File: src/rtl/instr_fetch.sv
// instr_fetch: writable instruction memory, program counter, issue control and an output FIFO toward decode.
// Optional build macro IFETCH_HALT_ON_ZERO_EN: an all-zero fetched word halts issue until redirect or reset.
module instr_fetch #(
    parameter int  INSTR_W    = 12,
    parameter int  DEPTH      = 8,
    parameter int  FIFO_DEPTH = 2,
    localparam int ADDR_W     = $clog2(DEPTH)
) (
    input  logic               clk,
    input  logic               reset_n,
    input  logic               en,
    input  logic               prog_we,
    input  logic [ADDR_W-1:0]  prog_addr,
    input  logic [INSTR_W-1:0] prog_data,
    input  logic               redirect_valid,
    input  logic [ADDR_W-1:0]  redirect_addr,
    output logic               instr_valid,
    input  logic               instr_ready,
    output logic [INSTR_W-1:0] instr,
    output logic [ADDR_W-1:0]  instr_pc,
    output logic               halted
);
    localparam int               CNT_W     = $clog2(FIFO_DEPTH + 1);
    localparam logic [CNT_W-1:0] FIFO_FULL = CNT_W'(FIFO_DEPTH);

    logic [INSTR_W-1:0] mem_r     [DEPTH];
    logic [INSTR_W-1:0] q_instr_r [FIFO_DEPTH];
    logic [INSTR_W-1:0] q_instr_s [FIFO_DEPTH];
    logic [ADDR_W-1:0]  q_pc_r    [FIFO_DEPTH];
    logic [ADDR_W-1:0]  q_pc_s    [FIFO_DEPTH];
    logic [ADDR_W-1:0]  pc_r, pc_s;
    logic [CNT_W-1:0]   count_r, count_s, kept_s;
    logic               valid_r, halted_r, halted_s;
    logic [INSTR_W-1:0] word_s;
    logic               pop_s, issue_s, zero_hit_s, push_s;

    // Program memory: write port only, no reset so a loaded program survives reset.
    always_ff @(posedge clk) begin
        if (prog_we) begin
            mem_r[prog_addr] <= prog_data;
        end
    end

    // Issue decision; a same-cycle pop frees a slot, so a full FIFO can still accept.
    always_comb begin
        word_s  = mem_r[pc_r];
        pop_s   = valid_r & instr_ready;
        kept_s  = count_r - CNT_W'(pop_s);
        issue_s = en & ~halted_r & ~redirect_valid & (kept_s < FIFO_FULL);
`ifdef IFETCH_HALT_ON_ZERO_EN
        zero_hit_s = issue_s & (word_s == {INSTR_W{1'b0}});
`else
        zero_hit_s = 1'b0;
`endif
        push_s = issue_s & ~zero_hit_s;
    end

    // Next-state: redirect flushes and reloads PC; otherwise shift-on-pop then append at the tail.
    always_comb begin
        pc_s      = pc_r;
        halted_s  = halted_r;
        count_s   = count_r;
        q_instr_s = q_instr_r;
        q_pc_s    = q_pc_r;
        if (redirect_valid) begin
            pc_s     = redirect_addr;
            halted_s = 1'b0;
            count_s  = {CNT_W{1'b0}};
        end else begin
            if (push_s) begin
                pc_s = pc_r + ADDR_W'(1);
            end else begin
                pc_s = pc_r;
            end
            if (zero_hit_s) begin
                halted_s = 1'b1;
            end else begin
                halted_s = halted_r;
            end
            count_s = kept_s + CNT_W'(push_s);
            // Slot 0 only changes when real data lands in it, so the head holds its last value when empty.
            for (int i = 0; i < FIFO_DEPTH; i++) begin
                if (push_s && (kept_s == CNT_W'(i))) begin
                    q_instr_s[i] = word_s;
                    q_pc_s[i]    = pc_r;
                end else if (pop_s && (CNT_W'(i + 1) < count_r)) begin
                    q_instr_s[i] = q_instr_r[(i + 1) % FIFO_DEPTH];
                    q_pc_s[i]    = q_pc_r[(i + 1) % FIFO_DEPTH];
                end else begin
                    q_instr_s[i] = q_instr_r[i];
                    q_pc_s[i]    = q_pc_r[i];
                end
            end
        end
    end

    // State and output registers.
    always_ff @(posedge clk or negedge reset_n) begin
        if (!reset_n) begin
            pc_r     <= {ADDR_W{1'b0}};
            count_r  <= {CNT_W{1'b0}};
            valid_r  <= 1'b0;
            halted_r <= 1'b0;
            for (int i = 0; i < FIFO_DEPTH; i++) begin
                q_instr_r[i] <= {INSTR_W{1'b0}};
                q_pc_r[i]    <= {ADDR_W{1'b0}};
            end
        end else begin
            pc_r      <= pc_s;
            count_r   <= count_s;
            valid_r   <= (count_s != {CNT_W{1'b0}});
            halted_r  <= halted_s;
            q_instr_r <= q_instr_s;
            q_pc_r    <= q_pc_s;
        end
    end

    assign instr_valid = valid_r;
    assign instr       = q_instr_r[0];
    assign instr_pc    = q_pc_r[0];
    assign halted      = halted_r;

endmodule
File: config.mk
export PLATFORM = sky130hd
export DESIGN_NAME = instr_fetch
export DESIGN_NICKNAME = d
export VERILOG_FILES = /design/src/rtl/instr_fetch.sv
export SDC_FILE = /design/constraint.sdc
export NUM_CORES = 1
export LEC_CHECK = 0
export CELL_PAD_IN_SITES_DETAIL_PLACEMENT = 0
export CELL_PAD_IN_SITES_GLOBAL_PLACEMENT = 2
export CORE_ASPECT_RATIO = 0.8
export CORE_MARGIN = 10
export CORE_UTILIZATION = 39
export CTS_CLUSTER_DIAMETER = 30
export DETAILED_ROUTE_END_ITERATION = 8
export PLACE_DENSITY_LB_ADDON = 0.05
export SYNTH_ARGS = -nofsm -noshare
export SYNTH_HDL_FRONTEND = slang
export SYNTH_SLANG_ARGS = --single-unit
File: constraint.sdc
create_clock -name clk -period 2.1 [get_ports clk]
set_input_delay 0.42 -clock clk [delete_from_list [all_inputs] [get_ports clk]]
set_output_delay 0.42 -clock clk [all_outputs]
set_load 0.01 [all_outputs]
== Word level (Yosys, flattened, before mapping) ==
Memory sizes are Yosys's and may differ from the RTL's.
Index checks and enable logic that the tools add are counted.

* Bits in writable memories: 96
* Bits of input ports: 24
* Memories: 1
* Output and inout bits: 17
* Latch bits: 0
* Flip-flop bits (word level): 36
* Memory bits (read-only): 0
* Logic and storage cells: 43

{| class="wikitable"
|+ Memory list
! name !! depth !! width !! read ports !! clocked after Yosys merged registers in !! wr ports !! line !! source
|-
| mem_r || 8 || 12 || 1 || 0 || 1 || 26 || <nowiki>logic [INSTR_W-1:0] mem_r [DEPTH];</nowiki>
|}

* Equality and inequality tests: 1
* $lt $le $gt $ge: 3
* Reductions and logical operators: 11
* Divide/modulo/power cells: 0
* Mux-type cells: 13
* Shifts and indexed selects: 0
* Multiply operators: 0
* Bitwise operators: 4
* Add/subtract/negate cells: 3

{| class="wikitable"
|+ Operators with widths
! kind !! number
|-
| $mux 12 || 4
|-
| $mux 3 || 6
|-
| $reduce_bool 2->1 || 4
|-
| $logic_and 1x1->1 || 4
|-
| $reduce_and 2->1 || 2
|-
| $add 3x1->3 const B || 1
|-
| $and 1x1->1 || 3
|-
| $add 2x1->2 || 1
|-
| $eq 2x1->1 const B || 1
|-
| $logic_not 2->1 || 1
|-
| $lt 1x2->1 const A || 1
|-
| $lt 2x2->1 const A || 1
|-
| $lt 2x2->1 const B || 1
|-
| $mux 1 || 2
|-
| $mux 2 || 1
|-
| $sub 2x1->2 || 1
|-
| $not 1->1 || 1
|}

== Longest topological paths before layout ==
* Depth after elaboration: 7
* Gate-level depth with buffers: 9
* Depth with buffers taken out: 9

== Worst setup path after synthesis ==
OpenSTA, ideal clock, no wires.

* Path kind: flip-flop to flip-flop
* Start point: register valid_r (netlist: instr_valid)
* End point: register valid_r (netlist: instr_valid)
* Stages on the path, launching flop included: 9
* Setup slack: -0.005 ns
* Setup time: 0.127 ns
* Path buffers: 0
* Clock period less this slack: 2.105 ns
* Required time: 1.973 ns
* Arrival time: 1.977 ns
* Cells stage by stage: dfrtp_1 -> and2_1 -> ha_1 -> xnor2_1 -> nand2_1 -> nor2_1 -> ha_1 -> nor2b_1 -> or2_2

* Longest elaborated chain between the ends: 7

{| class="wikitable"
|+ RTL lines
! element !! line !! source
|-
| start: declaration || 33 || <nowiki>logic valid_r, halted_r, halted_s;</nowiki>
|-
| start signal: assignment || 111 || <nowiki>valid_r <= (count_s != {CNT_W{1'b0}});</nowiki>
|-
| $and 1x1->1 (*) || 47 || <nowiki>pop_s = valid_r & instr_ready;</nowiki>
|-
| $sub 2x1->2 (*) || 48 || <nowiki>kept_s = count_r - CNT_W'(pop_s);</nowiki>
|-
| $lt 2x2->1 || 49 || <nowiki>issue_s = en & ~halted_r & ~redirect_valid & (kept_s < FIFO_FULL);</nowiki>
|-
| $and 1x1->1 || 49 ||
|-
| $add 2x1->2 (*) || 80 || <nowiki>count_s = kept_s + CNT_W'(push_s);</nowiki>
|-
| $mux 2 (*) || 65 || <nowiki>if (redirect_valid) begin</nowiki>
|-
| via count_s[0] || 32 || <nowiki>logic [CNT_W-1:0] count_r, count_s, kept_s;</nowiki>
|-
| $reduce_bool 2->1 (*) || 111 ||
|}

The timed path passes the listed nets; every way through them passes the cells marked *.
A chain may end at the register's enable or synchronous reset.

== Final worst setup path ==
* Start point: input instr_ready
* End point: register valid_r (netlist: instr_valid)

* Longest elaborated chain between the ends: 7

{| class="wikitable"
|+ RTL lines
! element !! line !! source
|-
| start: declaration || 18 || <nowiki>input logic instr_ready,</nowiki>
|-
| $and 1x1->1 (*) || 47 ||
|-
| $sub 2x1->2 (*) || 48 ||
|-
| $lt 2x2->1 || 49 ||
|-
| $and 1x1->1 || 49 ||
|-
| $add 2x1->2 (*) || 80 ||
|-
| $mux 2 (*) || 65 ||
|-
| via count_s[0] || 32 ||
|-
| $reduce_bool 2->1 (*) || 111 ||
|}

Marks and branches as above.

==> impl_results.md <==
* Global-route usage over all layers at 0.116
* Clock Sinks at around 130
* CTS tree: built
* Critical Path End: instr_valid
* Post_cts resized at 0
* Synth Area per Inst at between 15 and 20 um^2
* Vias per inst at a little under 5
* Starting density of the core at 0.394
* CP delay by family, top: simple AND/OR/NAND/NOR gates
* WS Path Type: input pin to flip-flop
* Reg2Reg Depth at 8
* First-pass GRT wire length at between 15,000 and 20,000 um
* CP Max Fanout at 2
* Crit path top cell by count: ha_1
* Final setup margin at between 0.1 and 0.15 ns
* Power Density at ~1200 nW/um^2
* Slew of the pin with the lowest slew margin at around 0.58 ns
* Yosys warning count at 0
* Drt drc at 0
* Min Clock Period, post-route at a little under 2 ns
* Hold Crit Class: input pin to async pin
* # diodes at 0
* Max Cap Viol at 0
* Synth Register Bits at around 130
* GRT busiest layer: met2
* Final wirelength at between 10,000 and 15,000 um
* Total Nets Final at between 400 and 500
* Synth Instances at roughly 330
* Crit. End Element: flip-flop
* Crit path DAT at between 2 and 2.5 ns
* Average wire per standard cell at 19.0 um
* Antenna violations before repair at 0
* Initial DRC Count at 140
* Post-synthesis sequential area ratio at 0.678
* Crit-path cells: clkdlybuf4s50_1, and2_1, ha_1, xnor2_2, nand2_1, nor2_1, ha_1, nor2b_1, or2_2
* Port Buffers at 39
* Vias in the first global route at a little under 3,000
* Leak at about 2.6 nW
* Post-synth cell types at 33
* Final Cycle Share at 0.933
* Sum Neg Setup Slack at 0 ns
* CTS root buf: clkbuf_16
* CORE AREA at roughly 14,000 um^2
* WP buf/inv at 1
* R2R setup slack at approximately 0.18 ns
* Post-route ant nets at 0
* Post-DP HPWL at 6540 um
* Worst VDD drop at 0.559 mV
* Final setup viols at 0
* Syn_nets at 360
* Skew-Pair Late Insertion Delay at 0.41 ns
* RR Endpoint: instr_valid
* H-tree depth at 4
* Max-slew violation count at 0
* Die Height at ~130 um
* Pre-CTS setup slack at -0.268 ns
* # Post-CTS Setup Buffers at 0
* Crit path launch: instr_ready
* Clock transition at the registers of the reported paths at roughly 0.060 ns
* Post-Syn Area at around 5600 um^2
* R2r startpoint: instr_valid
* Crit path largest cell delay at about 0.46 ns
* GR Layer Usage met2 at 0.174
* Placer congestion estimate at between 0.7 and 0.8
* # rows at 39
* Die ar. at approximately 20,000 um^2
* Synthesis-to-finish area growth at 20.6%
* Core Util, Final at 0.476
* CTS Hold Buffers Added at 0
* Met3 GRT Util at 0.0376
* Detailed-route via count at between 2,000 and 3,000
* Outcome: complete, no violations
* Slew headroom at 0.615
* Unrepaired setup endpoints after global routing: false
* Final Hold Fails at 0
* Largest net degree at the start of global routing at 31
* GR Layer Usage met1 at 0.152
* Layout cells sized above 1 at 0.231
* Tot Pwr at about 8 mW
* CTS Buffer Depth at 2
* Skew final at 0.00557 ns
* Startpoint Class: input pin
* Num ports at a little over 40
* DRT Pass-1 Iters at 4
* Fmax at 510 MHz
* Cts bufs inserted at 17
* Total gr overflow at 0
* Fillers at around 1,200
* CP required at 2.40 ns
* Critical path depth in cells at 9
* Max stage delay cell, worst path: clkdlybuf4s50_1
* Chip width at 154 um
==> cells by family after synthesis <==
kind of cell | after synthesis | share of synthesized area
other cells | 1 | 0.000672
fa+ha+maj | 3 | 0.00673
flops | 132 | 0.678
compound gates | 33 | 0.0296
xor+xnor | 4 | 0.00628
buf+inv | 36 | 0.0446
simple gates | 57 | 0.0495
mux | 67 | 0.185
==> metrics by stage <==
stage	cells	area, um^2	hold slack [ns]
floorplan	333	5590	0.124
global placement	543	6190	0.457
detailed placement	543	6190	0.459
CTS	574	6730	0.00762
global route	574	6730	0.0303
finish	574	6730	0.00172
==> state kept, by name, indices dropped and copies added (netlist names) <==
name / count
mem_r: 96
count_r: 2
pc_r: 3
instr: 12
q_pc_r: 3
instr_pc: 3
q_instr_r: 12
instr_valid: 1
==> per-layer routing <==
layer / routed length [um] / part of all wire
met1: 5210 / 0.48
met2: 5110 / 0.47
met3: 456 / 0.042
met4: 129 / 0.012
met5: 0 / 0
==> layout make-up <==
cell class | instances | area [um^2] | share of cell area
clock buffers | 18 | 429 | 0.0637
clock inverters | 13 | 111 | 0.0165
inverters | 2 | 7.51 | 0.00111
multi-input cells | 165 | 1570 | 0.233
flip-flops and latches | 132 | 3780 | 0.562
well taps | 184 | 230 | 0.0342
repair buffers | 60 | 606 | 0.0899
==> Yosys cell counts <==
master    count  area, um^2
and2_1        1        6.26
xnor2_1       1        8.76
buf_4        16         120
nor3_1        2        10.0
nor2_1       20        75.1
conb_1        1        3.75
buf_8         1        15.0
nand2b_1      3        18.8
mux4_1        7         184
mux2_4        5        75.1
edfxtp_1     96        2880
clkbuf_1      5        18.8
nor2b_1       1        6.26
mux4_2       17         383
inv_1         2        7.51
nand2_1      21        78.8
or2_2         2        12.5
mux2i_1      31         310
ha_1          3        37.5
buf_6         2        22.5
mux2_2        7        78.8
nand3_1       1        5.00
nor2_2        3        18.8
nand4b_4      1        23.8
and4bb_2      1        12.5
buf_2         9        45.0
o21ai_1      11        55.1
nand4b_1      1        8.76
a21oi_1      15        75.1
buf_12        1        20.0
xor2_1        3        26.3
o21ai_0       7        35.0
dfrtp_1      36         901
==> worst min path at each step <==
stage,startpoint,cells past startpoint,slack (ns),end
2_1_floorplan,reset_n,0,0.12,count_r[0]
3_3_place_gp,reset_n,1,0.46,count_r[0]
3_5_place_dp,reset_n,1,0.46,instr_valid
4_1_cts,reset_n,1,0.008,instr_valid
5_1_grt,reset_n,1,0.03,instr_valid
6_report,reset_n,1,0.002,instr_valid
==> layout by cell type (no fill, tap or decap), drive strengths merged, types with 12 or more instances in the layout <==
cell type,netlist,final
edfxtp,96,96
mux2i,31,31
a21oi,15,15
nor2,23,23
mux2,12,12
buf,29,22
dfrtp,36,36
clkbuf,5,18
mux4,24,24
nand2,21,21
clkdlybuf4s50,0,38
o21ai,18,18
==> power by group <==
group | switching, mW | total [mW] | internal (mW)
clock network | 1.08 | 2.69 | 1.61
registers | 0.231 | 3.41 | 3.18
logic | 0.889 | 1.96 | 1.07
total | 2.20 | 8.06 | 5.86
Power figures use the tool's default switching activity.
